### src/rtl/y86_pkg.sv
// Shared Y86-64 definitions: instruction codes, register specifiers and the
// 64-bit machine word type.
package y86_pkg;

  typedef logic [63:0] word_t;

  localparam logic [3:0] IHALT   = 4'h0;
  localparam logic [3:0] INOP    = 4'h1;
  localparam logic [3:0] IRRMOVQ = 4'h2;
  localparam logic [3:0] IIRMOVQ = 4'h3;
  localparam logic [3:0] IRMMOVQ = 4'h4;
  localparam logic [3:0] IMRMOVQ = 4'h5;
  localparam logic [3:0] IOPQ    = 4'h6;
  localparam logic [3:0] IJXX    = 4'h7;
  localparam logic [3:0] ICALL   = 4'h8;
  localparam logic [3:0] IRET    = 4'h9;
  localparam logic [3:0] IPUSHQ  = 4'hA;
  localparam logic [3:0] IPOPQ   = 4'hB;

  localparam logic [3:0] RRSP  = 4'h4;
  localparam logic [3:0] RNONE = 4'hF;

  localparam int unsigned NREGS = 15;

endpackage

### src/rtl/y86_writeback_regfile_if.sv
// Writeback-stage bundle: the instruction in flight plus its execute/memory results.
interface y86_writeback_regfile_if;
  import y86_pkg::*;

  logic       wb_valid;
  logic [3:0] icode;
  logic [3:0] rA;
  logic [3:0] rB;
  logic       cnd;
  logic       instr_err;
  word_t      valE;
  word_t      valM;

  modport master (
    output wb_valid, icode, rA, rB, cnd, instr_err, valE, valM
  );

  modport slave (
    input wb_valid, icode, rA, rB, cnd, instr_err, valE, valM
  );

endinterface

### src/rtl/y86_dst_select.sv
// Combinational destination-register selection (dstE/dstM) for Y86-64 SEQ;
// kept standalone so the PIPE hazard logic can reuse it.
module y86_dst_select
  import y86_pkg::*;
(
  input  logic [3:0] icode,
  input  logic [3:0] rA,
  input  logic [3:0] rB,
  input  logic       cnd,
  output logic [3:0] dst_e,
  output logic [3:0] dst_m
);

  always_comb begin
    dst_e = RNONE;
    dst_m = RNONE;
    case (icode)
      IRRMOVQ:                      dst_e = cnd ? rB : RNONE;
      IIRMOVQ, IOPQ:                dst_e = rB;
      ICALL, IRET, IPUSHQ, IPOPQ:   dst_e = RRSP;
      default:                      dst_e = RNONE;
    endcase
    if (icode == IMRMOVQ || icode == IPOPQ)
      dst_m = rA;
  end

endmodule

### src/rtl/y86_writeback_regfile.sv
// Y86-64 SEQ writeback stage and architectural register file with sticky halt.
// Optional retired-instruction counter enabled by defining WB_RETIRE_CNT_EN.
module y86_writeback_regfile
  import y86_pkg::*;
#(
  parameter word_t       RSP_RESET = 64'h0,
  parameter int unsigned CNT_W     = 32
) (
  input  logic                     clk,
  input  logic                     rst_n,
  y86_writeback_regfile_if.slave   wb,
  output word_t                    rax,
  output word_t                    rcx,
  output word_t                    rdx,
  output word_t                    rbx,
  output word_t                    rsp,
  output word_t                    rbp,
  output word_t                    rsi,
  output word_t                    rdi,
  output word_t                    r8,
  output word_t                    r9,
  output word_t                    r10,
  output word_t                    r11,
  output word_t                    r12,
  output word_t                    r13,
  output word_t                    r14,
  output logic                     halted
`ifdef WB_RETIRE_CNT_EN
  ,
  output logic [CNT_W-1:0]         retired_count
`endif
);

  logic [3:0] dst_e;
  logic [3:0] dst_m;
  logic       commit;
  logic       halt_req;
  word_t      rf [NREGS];

  y86_dst_select u_dst_select (
    .icode (wb.icode),
    .rA    (wb.rA),
    .rB    (wb.rB),
    .cnd   (wb.cnd),
    .dst_e (dst_e),
    .dst_m (dst_m)
  );

  assign commit   = wb.wb_valid && !halted && !wb.instr_err;
  assign halt_req = wb.wb_valid && ((wb.icode == IHALT) || wb.instr_err);

  // When both ports target the same register (popq %rsp) the valM write wins.
  always_ff @(posedge clk or negedge rst_n) begin
    if (!rst_n) begin
      for (int unsigned i = 0; i < NREGS; i++)
        rf[i] <= '0;
      rf[RRSP] <= RSP_RESET;
    end else if (commit) begin
      if (dst_e != RNONE && dst_e != dst_m)
        rf[dst_e] <= wb.valE;
      if (dst_m != RNONE)
        rf[dst_m] <= wb.valM;
    end
  end

  always_ff @(posedge clk or negedge rst_n) begin
    if (!rst_n)
      halted <= 1'b0;
    else if (halt_req)
      halted <= 1'b1;
  end

`ifdef WB_RETIRE_CNT_EN
  always_ff @(posedge clk or negedge rst_n) begin
    if (!rst_n)
      retired_count <= '0;
    else if (commit && wb.icode != IHALT)
      retired_count <= retired_count + 1'b1;
  end
`endif

  assign rax = rf[0];
  assign rcx = rf[1];
  assign rdx = rf[2];
  assign rbx = rf[3];
  assign rsp = rf[4];
  assign rbp = rf[5];
  assign rsi = rf[6];
  assign rdi = rf[7];
  assign r8  = rf[8];
  assign r9  = rf[9];
  assign r10 = rf[10];
  assign r11 = rf[11];
  assign r12 = rf[12];
  assign r13 = rf[13];
  assign r14 = rf[14];

endmodule

### src/flat_wrapper.sv
// flat-port wrapper written by rule: the top's interface ports become plain ports
module y86_writeback_regfile_flat import y86_pkg::*;
#(
  parameter word_t       RSP_RESET = 64'h0,
  parameter int unsigned CNT_W     = 32
)
  (clk, rst_n, rax, rcx, rdx, rbx, rsp, rbp, rsi, rdi, r8, r9, r10, r11, r12, r13, r14, halted, wb_wb_valid, wb_icode, wb_rA, wb_rB, wb_cnd, wb_instr_err, wb_valE, wb_valM);
  y86_writeback_regfile_if wb_i ();
  input  logic clk;
  input  logic rst_n;
  output word_t rax;
  output word_t rcx;
  output word_t rdx;
  output word_t rbx;
  output word_t rsp;
  output word_t rbp;
  output word_t rsi;
  output word_t rdi;
  output word_t r8;
  output word_t r9;
  output word_t r10;
  output word_t r11;
  output word_t r12;
  output word_t r13;
  output word_t r14;
  output logic halted;
  input wire logic [$bits(wb_i.wb_valid)-1:0] wb_wb_valid;
  input wire logic [$bits(wb_i.icode)-1:0] wb_icode;
  input wire logic [$bits(wb_i.rA)-1:0] wb_rA;
  input wire logic [$bits(wb_i.rB)-1:0] wb_rB;
  input wire logic [$bits(wb_i.cnd)-1:0] wb_cnd;
  input wire logic [$bits(wb_i.instr_err)-1:0] wb_instr_err;
  input wire logic [$bits(wb_i.valE)-1:0] wb_valE;
  input wire logic [$bits(wb_i.valM)-1:0] wb_valM;
  assign wb_i.wb_valid = wb_wb_valid;
  assign wb_i.icode = wb_icode;
  assign wb_i.rA = wb_rA;
  assign wb_i.rB = wb_rB;
  assign wb_i.cnd = wb_cnd;
  assign wb_i.instr_err = wb_instr_err;
  assign wb_i.valE = wb_valE;
  assign wb_i.valM = wb_valM;
  y86_writeback_regfile #(.RSP_RESET(RSP_RESET), .CNT_W(CNT_W)) u_core (.clk(clk), .rst_n(rst_n), .wb(wb_i), .rax(rax), .rcx(rcx), .rdx(rdx), .rbx(rbx), .rsp(rsp), .rbp(rbp), .rsi(rsi), .rdi(rdi), .r8(r8), .r9(r9), .r10(r10), .r11(r11), .r12(r12), .r13(r13), .r14(r14), .halted(halted));
endmodule
### config.mk
export PLATFORM = sky130hd
export DESIGN_NAME = y86_writeback_regfile_flat
export DESIGN_NICKNAME = d
export VERILOG_FILES = /design/src/rtl/y86_pkg.sv /design/src/rtl/y86_writeback_regfile_if.sv /design/src/rtl/y86_dst_select.sv /design/src/rtl/y86_writeback_regfile.sv /design/src/flat_wrapper.sv
export SDC_FILE = /design/constraint.sdc
export NUM_CORES = 2
export LEC_CHECK = 0
export ABC_AREA = 1
export CORE_AREA = 8 8 422 424
export DETAILED_ROUTE_END_ITERATION = 7
export DIE_AREA = 0 0 430 432
export PLACE_DENSITY = 0.5
export SETUP_SLACK_MARGIN = 0.5
export SYNTH_ARGS = -nofsm -noshare
export SYNTH_HDL_FRONTEND = slang
export SYNTH_HIERARCHICAL = 1
export SYNTH_SLANG_ARGS = --single-unit
### constraint.sdc
create_clock -name clk -period 3.2 [get_ports clk]
set_input_delay 0.64 -clock clk [delete_from_list [all_inputs] [get_ports clk]]
set_output_delay 0.64 -clock clk [all_outputs]
set_load 0.05 [all_outputs]
Yosys cells after proc, flatten, opt, wreduce, memory -nomap -nowiden
Index checks and enable logic that the tools add are counted.
{"block": "totals", "register_bits": 961, "out_inout_bits": 961}
{"block": "op_classes", "n_mux": 12, "n_eq_ne": 11, "bitwise_logic": 2, "order_cmp": 4, "reduce_logical": 13}
{"cell": "two-way mux 960 bit", "count": 3}
{"cell": "bitwise mux 960 bit", "count": 2}
{"cell": "demux 64 bit (select 4 bit)", "count": 2}
{"cell": "two-way mux 64 bit", "count": 2}
{"cell": "== test 4 bit, second input constant", "count": 4}
{"cell": "case mux 4 bit (3 select lines)", "count": 1}
{"cell": "greater-or-equal comparator 5 bit, second input constant", "count": 2}
{"cell": "< comparator 5 x 1 -> 1 bit, second input constant", "count": 2}
{"cell": "inverter 4 -> 5 bit", "count": 2}
{"cell": "== test 4 x 2 -> 1 bit, second input constant", "count": 2}
{"cell": "== test 4 x 3 -> 1 bit, second input constant", "count": 2}
{"cell": "two-way mux 4 bit", "count": 2}
{"cell": "inequality test 4 bit, second input constant", "count": 2}
{"cell": "logical AND 1 bit", "count": 6}
{"cell": "logical NOT 4 bit", "count": 1}
{"cell": "inequality test 4 bit", "count": 1}
{"cell": "OR reduction 4 bit", "count": 1}
{"cell": "logical NOT 1 bit", "count": 2}
{"cell": "logical OR 1 bit", "count": 2}
{"cell": "OR reduction 2 bit", "count": 1}

Longest topological paths before layout
{"block": "logic_depth", "word_depth": 13, "mapped_depth": 18}

Modules after synthesis
Netlist, hierarchy kept.
{"mod": "y86_writeback_regfile", "area_each_um2": 52584.2, "cells_each": 7621, "n_inst": 1, "seq_area_each_um2": 24048.1}
{"mod": "y86_dst_select", "area_each_um2": 201.4, "cells_each": 43, "n_inst": 1, "seq_area_each_um2": 0.0}

Least setup slack after synthesis
OpenSTA, ideal clock, no wires.
{"block": "synth_path", "path_type": "input port to flip-flop", "from": "in wb_icode[1]", "to": "reg u_core.rf, in the netlist u_core/rdx[0]", "required_time_ns": 3.081, "stages": 14, "setup_slack_ns": 0.811, "t_arrival_ns": 2.269, "setup_time_ns": 0.119, "path_cell_list": "inv_1 nor2_4 o21ai_0 nand2_1 nand3_1 nor2_1 nand2_1 clkinv_1 nand3_1 nand2_1 nand2_2 buf_4 nand2_1 nand2_1"}
{"block": "synth_via", "elab_chain_cells": 13, "word_cells_on_any_way": 34, "cone_classes": "order compare (4); eq/ne (11); mux (11); bitwise (2); reduce/logical (6)"}
{"item": "start: declaration", "line": "flat_wrapper.sv:28", "rtl": "input wire logic [$bits(wb_i.icode)-1:0] wb_icode;"}
{"item": "== test 4 bit (tied with other cells)", "line": "y86_dst_select.sv:17", "rtl": "case (icode)"}
{"item": "OR reduction 4 bit / OR reduction 2 bit (equally long branches)", "line": "y86_dst_select.sv:17"}
{"item": "case mux 4 bit (3 select lines) (*)", "line": "y86_dst_select.sv:17"}
{"item": "named net u_core.dst_e[2]", "line": "y86_writeback_regfile.sv:34", "rtl": "logic [3:0] dst_e;"}
{"item": "inverter 4 -> 5 bit (implied by the code)", "line": "y86_writeback_regfile.sv:60", "rtl": "rf[dst_e] <= wb.valE;"}
{"item": "greater-or-equal comparator 5 bit (implied by the code) / < comparator 5 x 1 -> 1 bit (equally long branches)", "line": "y86_writeback_regfile.sv:60"}
{"item": "logical AND 1 bit (implied by the code)", "line": "y86_writeback_regfile.sv:60"}
{"item": "two-way mux 64 bit (implied by the code)", "line": "y86_writeback_regfile.sv:60"}
{"item": "demux 64 bit (select 4 bit)", "line": "y86_writeback_regfile.sv:60"}
{"item": "bitwise mux 960 bit", "line": "y86_writeback_regfile.sv:60"}
{"item": "two-way mux 960 bit (*)", "line": "y86_writeback_regfile.sv:59", "rtl": "if (dst_e != RNONE && dst_e != dst_m)"}
{"item": "two-way mux 960 bit (*)", "line": "y86_writeback_regfile.sv:58", "rtl": "end else if (commit) begin"}
{"item": "bitwise mux 960 bit", "line": "y86_writeback_regfile.sv:62", "rtl": "rf[dst_m] <= wb.valM;"}
{"item": "two-way mux 960 bit (*)", "line": "y86_writeback_regfile.sv:61", "rtl": "if (dst_m != RNONE)"}
{"item": "end signal: indexed assignment", "line": "y86_writeback_regfile.sv:60"}
{"item": "end signal: indexed assignment", "line": "y86_writeback_regfile.sv:62"}
{"item": "end: declaration", "line": "y86_writeback_regfile.sv:38", "rtl": "word_t rf [NREGS];"}
The timed path passes the listed nets; every way through them passes the cells marked *. The select of a mux whose other input is x is not followed.
A chain may end at the register's enable or synchronous reset.

Final worst setup path
{"block": "layout_path", "from": "in wb_icode[2]", "to": "reg u_core.rf, in the netlist u_core/rbx[47]"}
{"block": "layout_via", "word_cells_on_any_way": 34, "cone_classes": "order compare (4); eq/ne (11); mux (11); bitwise (2); reduce/logical (6)"}
{"item": "== test 4 x 3 -> 1 bit / == test 4 bit (equally long branches)", "line": "y86_dst_select.sv:23", "rtl": "if (icode == IMRMOVQ || icode == IPOPQ)"}
{"item": "logical OR 1 bit (*)", "line": "y86_dst_select.sv:23"}
{"item": "two-way mux 4 bit (*)", "line": "y86_dst_select.sv:23"}
{"item": "named net u_core.dst_m[0]", "line": "y86_writeback_regfile.sv:35", "rtl": "logic [3:0] dst_m;"}
{"item": "inverter 4 -> 5 bit (implied by the code)", "line": "y86_writeback_regfile.sv:62"}
{"item": "greater-or-equal comparator 5 bit (implied by the code) / < comparator 5 x 1 -> 1 bit (equally long branches)", "line": "y86_writeback_regfile.sv:62"}
{"item": "logical AND 1 bit (implied by the code)", "line": "y86_writeback_regfile.sv:62"}
{"item": "two-way mux 64 bit (implied by the code)", "line": "y86_writeback_regfile.sv:62"}
{"item": "demux 64 bit (select 4 bit)", "line": "y86_writeback_regfile.sv:62"}
{"item": "bitwise mux 960 bit", "line": "y86_writeback_regfile.sv:62"}
{"item": "two-way mux 960 bit (*)", "line": "y86_writeback_regfile.sv:61"}
Marked as above.

==> results.sh <==
export IMPL_fin_area_sq_um=73400
export IMPL_row_count=152
export IMPL_fillers=17800
export IMPL_layout_nets=8917
export IMPL_num_vias=56300
export IMPL_final_cell_mix="nand2_1 (2,865), nand3_1 (1,056), inv_1 (1,045)"
export IMPL_max_vdd_ir_drop_v=0.000461
export IMPL_arrival_ns=3.36
export IMPL_fin_skew_ns=0.0281
export IMPL_core_area_sq_um=171000
export IMPL_cpPeakStageDelay_ns=0.48
export IMPL_min_period_ns=2.71
export IMPL_hold_viol_final=0
export IMPL_grt_pass1_vias=53400
export IMPL_ys_seq_elements=961
export IMPL_finalCritPeriodShare=0.847
export IMPL_rsz0062_at_grt="yes"
export IMPL_die_area_sq_um=186000
export IMPL_critPathLaunchType="input port"
export IMPL_drc_errors=0
export IMPL_dp_hpwl_um=204000
export IMPL_root_buffer="clkbuf_16"
export IMPL_crit_chain="clkdlybuf4s50_1 -> inv_1 -> nor2_2 -> nand3_2 -> o31ai_4 -> buf_4 -> nand2_1 -> buf_4 -> nand2_2 -> buf_4 -> nor2_4 -> buf_12 -> buf_12 -> buf_12 -> o21ai_0 -> inv_1 -> nand3_1 -> nand2_1"
export IMPL_synth_area_sq_um=52800
export IMPL_reg2reg_slack_ns=1.28
export IMPL_layout_drive_gt1_share=0.0888
export IMPL_gp_congestion=0.894
export IMPL_crit_fanout=23
export IMPL_slowest_stage="clkdlybuf4s50_1"
export IMPL_grtUsageTotal=0.296
export IMPL_ys_warn_count=6
export IMPL_status="finished clean"
export IMPL_slew_headroom=0.295
export IMPL_htree_levels=3
export IMPL_dieHeight_um=432
export IMPL_wl_per_cell_um=26.2
export IMPL_area_growth_pct=39.1
export IMPL_power_leakage_nw=40.2
export IMPL_p_per_area_nw_per_um2=391
export IMPL_holdCritPathClass="in2async"
export IMPL_cts_tree="yes"
export IMPL_setup_viol=0
export IMPL_clk_pin_slew_ns=0.06
export IMPL_clk_path_buf_depth=3
export IMPL_grt_overflow_total=0
export IMPL_grt_first_pass_wirelength_um=404000
export IMPL_dpl_cell_area_sq_um=69300
export IMPL_max_freq_mhz=369
export IMPL_io_pins=1106
export IMPL_antenna_found_initial=21
export IMPL_cts_buffers_inserted=116
export IMPL_cap_violations=0
export IMPL_drt_total_wl_um=292000
export IMPL_die_w_um=430
export IMPL_syn_avg_cell_area_sq_um=6.89
export IMPL_initial_utilization=0.309
export IMPL_first_pass_iters=6
export IMPL_slew_viol_final=0
export IMPL_ant_nets=0
export IMPL_ys_types=24
export IMPL_syn_nets=7809
export IMPL_ys_seq_area_frac=0.456
export IMPL_io_buffers=1105
export IMPL_cp_end_kind="flip-flop"
export IMPL_holdWs_ns=0.454
export IMPL_critical_path_class="in2reg"
export IMPL_clk_latency_ns=0.77
export IMPL_syn_inst=7664
export IMPL_drt_first_iter_violations=5995
export IMPL_via_per_inst=5.07
export IMPL_final_common_cell="nand2_1"
export IMPL_grt_max_degree=92
export IMPL_tightest_slew_ns=1.05
export IMPL_cts_sinks=961
export IMPL_worstPathRequired_ns=3.85
[synth_stat cells]
cell type,instances,area (sq um)
clkbuf_1,255,957
o31ai_2,1,12.5
o31ai_1,5,37.5
nand2_1,2882,10800
nor2_1,68,255
nor2_4,3,33.8
clkinv_1,14,52.6
nand4_1,1,6.26
nand2_4,2,22.5
nand3_1,1061,5310
dfrtp_1,961,24000
o21ai_0,954,4770
buf_2,216,1080
nor4_1,1,6.26
a21oi_1,1,5.00
inv_2,7,26.3
buf_1,53,199
nand2_2,16,100
nor2_2,1,6.26
o211ai_1,3,22.5
buf_6,65,732
o21ai_1,3,15.0
inv_1,1046,3930
buf_4,45,338
[logic make-up after synthesis]
kind of cell / count (synthesis) / synth area share
simple gates: 4035 / 0.314
compound gates: 967 / 0.0922
flops: 961 / 0.456
buf+inv: 1701 / 0.139
[area by class of cell]
class / instances / area [sq um] / area share
Multi-Input combinational cell: 5002 / 21800 / 0.296
Tap cell: 2233 / 2790 / 0.0380
Clock buffer: 172 / 3430 / 0.0468
Inverter: 1067 / 4020 / 0.0547
Antenna cell: 16 / 40.0 / 0.000545
Sequential cell: 961 / 24000 / 0.327
Clock inverter: 36 / 440 / 0.00600
Timing Repair Buffer: 1624 / 16900 / 0.230
[critical path: cells and delay by family]
kind | cells | cell delay [ns]
AOI/OAI and AO/OA | 2 | 0.43
buffers and inverters | 9 | 1.58
and+or+nand+nor | 7 | 0.68
[through the flow]
| step | setup TNS [ns] | power, W | setup WS, ns | utilization | std cells |
|---|---|---|---|---|---|
| 2_1_floorplan | 0 | 0.0135 | 0.811 | - | 7664 |
| 5_1_grt | 0 | 0.0296 | 0.448 | 0.429 | 11100 |
| 3_3_place_gp | -242.51 | 0.0151 | -0.435 | 0.405 | 10900 |
| 6_report | 0 | 0.0287 | 0.489 | 0.429 | 11100 |
| 3_5_place_dp | -247.42 | 0.0151 | -0.448 | 0.405 | 10900 |
| 4_1_cts | 0 | 0.0289 | 0.484 | 0.426 | 11100 |
[where the power goes]
group | switching, W | total, W | internal (W)
clock network | 0.00568 | 0.0138 | 0.00808
registers | 0 | 0.0122 | 0.0122
logic | 0.00196 | 0.00280 | 0.000843
total | 0.00764 | 0.0287 | 0.0211
[path summary, 6_finish.rpt]
kind	startpoint	endpoint	depth (start not counted)
worst max register to register	u_core/halted	u_core/r12[61]	9
worst min register to register	u_core/rdx[33]	u_core/rdx[33]	2
worst min-delay path	rst_n	u_core/r12[45]	2
worst max-delay path	wb_icode[2]	u_core/rbx[47]	18
max in group asynchronous	rst_n	u_core/r11[28]	4
min in group clk	u_core/rdx[33]	u_core/rdx[33]	2
[routing by layer]
metal	part of all wire	vias to the layer above	global-route usage
li1	-	25900	-
met1	0.40	26900	0.373
met2	0.46	2831	0.473
met3	0.073	688	0.0443
met4	0.076	2	0.194
met5	0.000034	-	0
[what timing repair did]
action                                  in CTS  in global routing
hold endpoints to repair                    40                  0
pin swaps                                    5                  7
cloned                                       1                  7
endpoints found under the setup margin     488                962
setup buffers                                9                 19
resized for setup                          355                 37
hold buffers                                 1                  0
(Power assumes the default switching activity.)
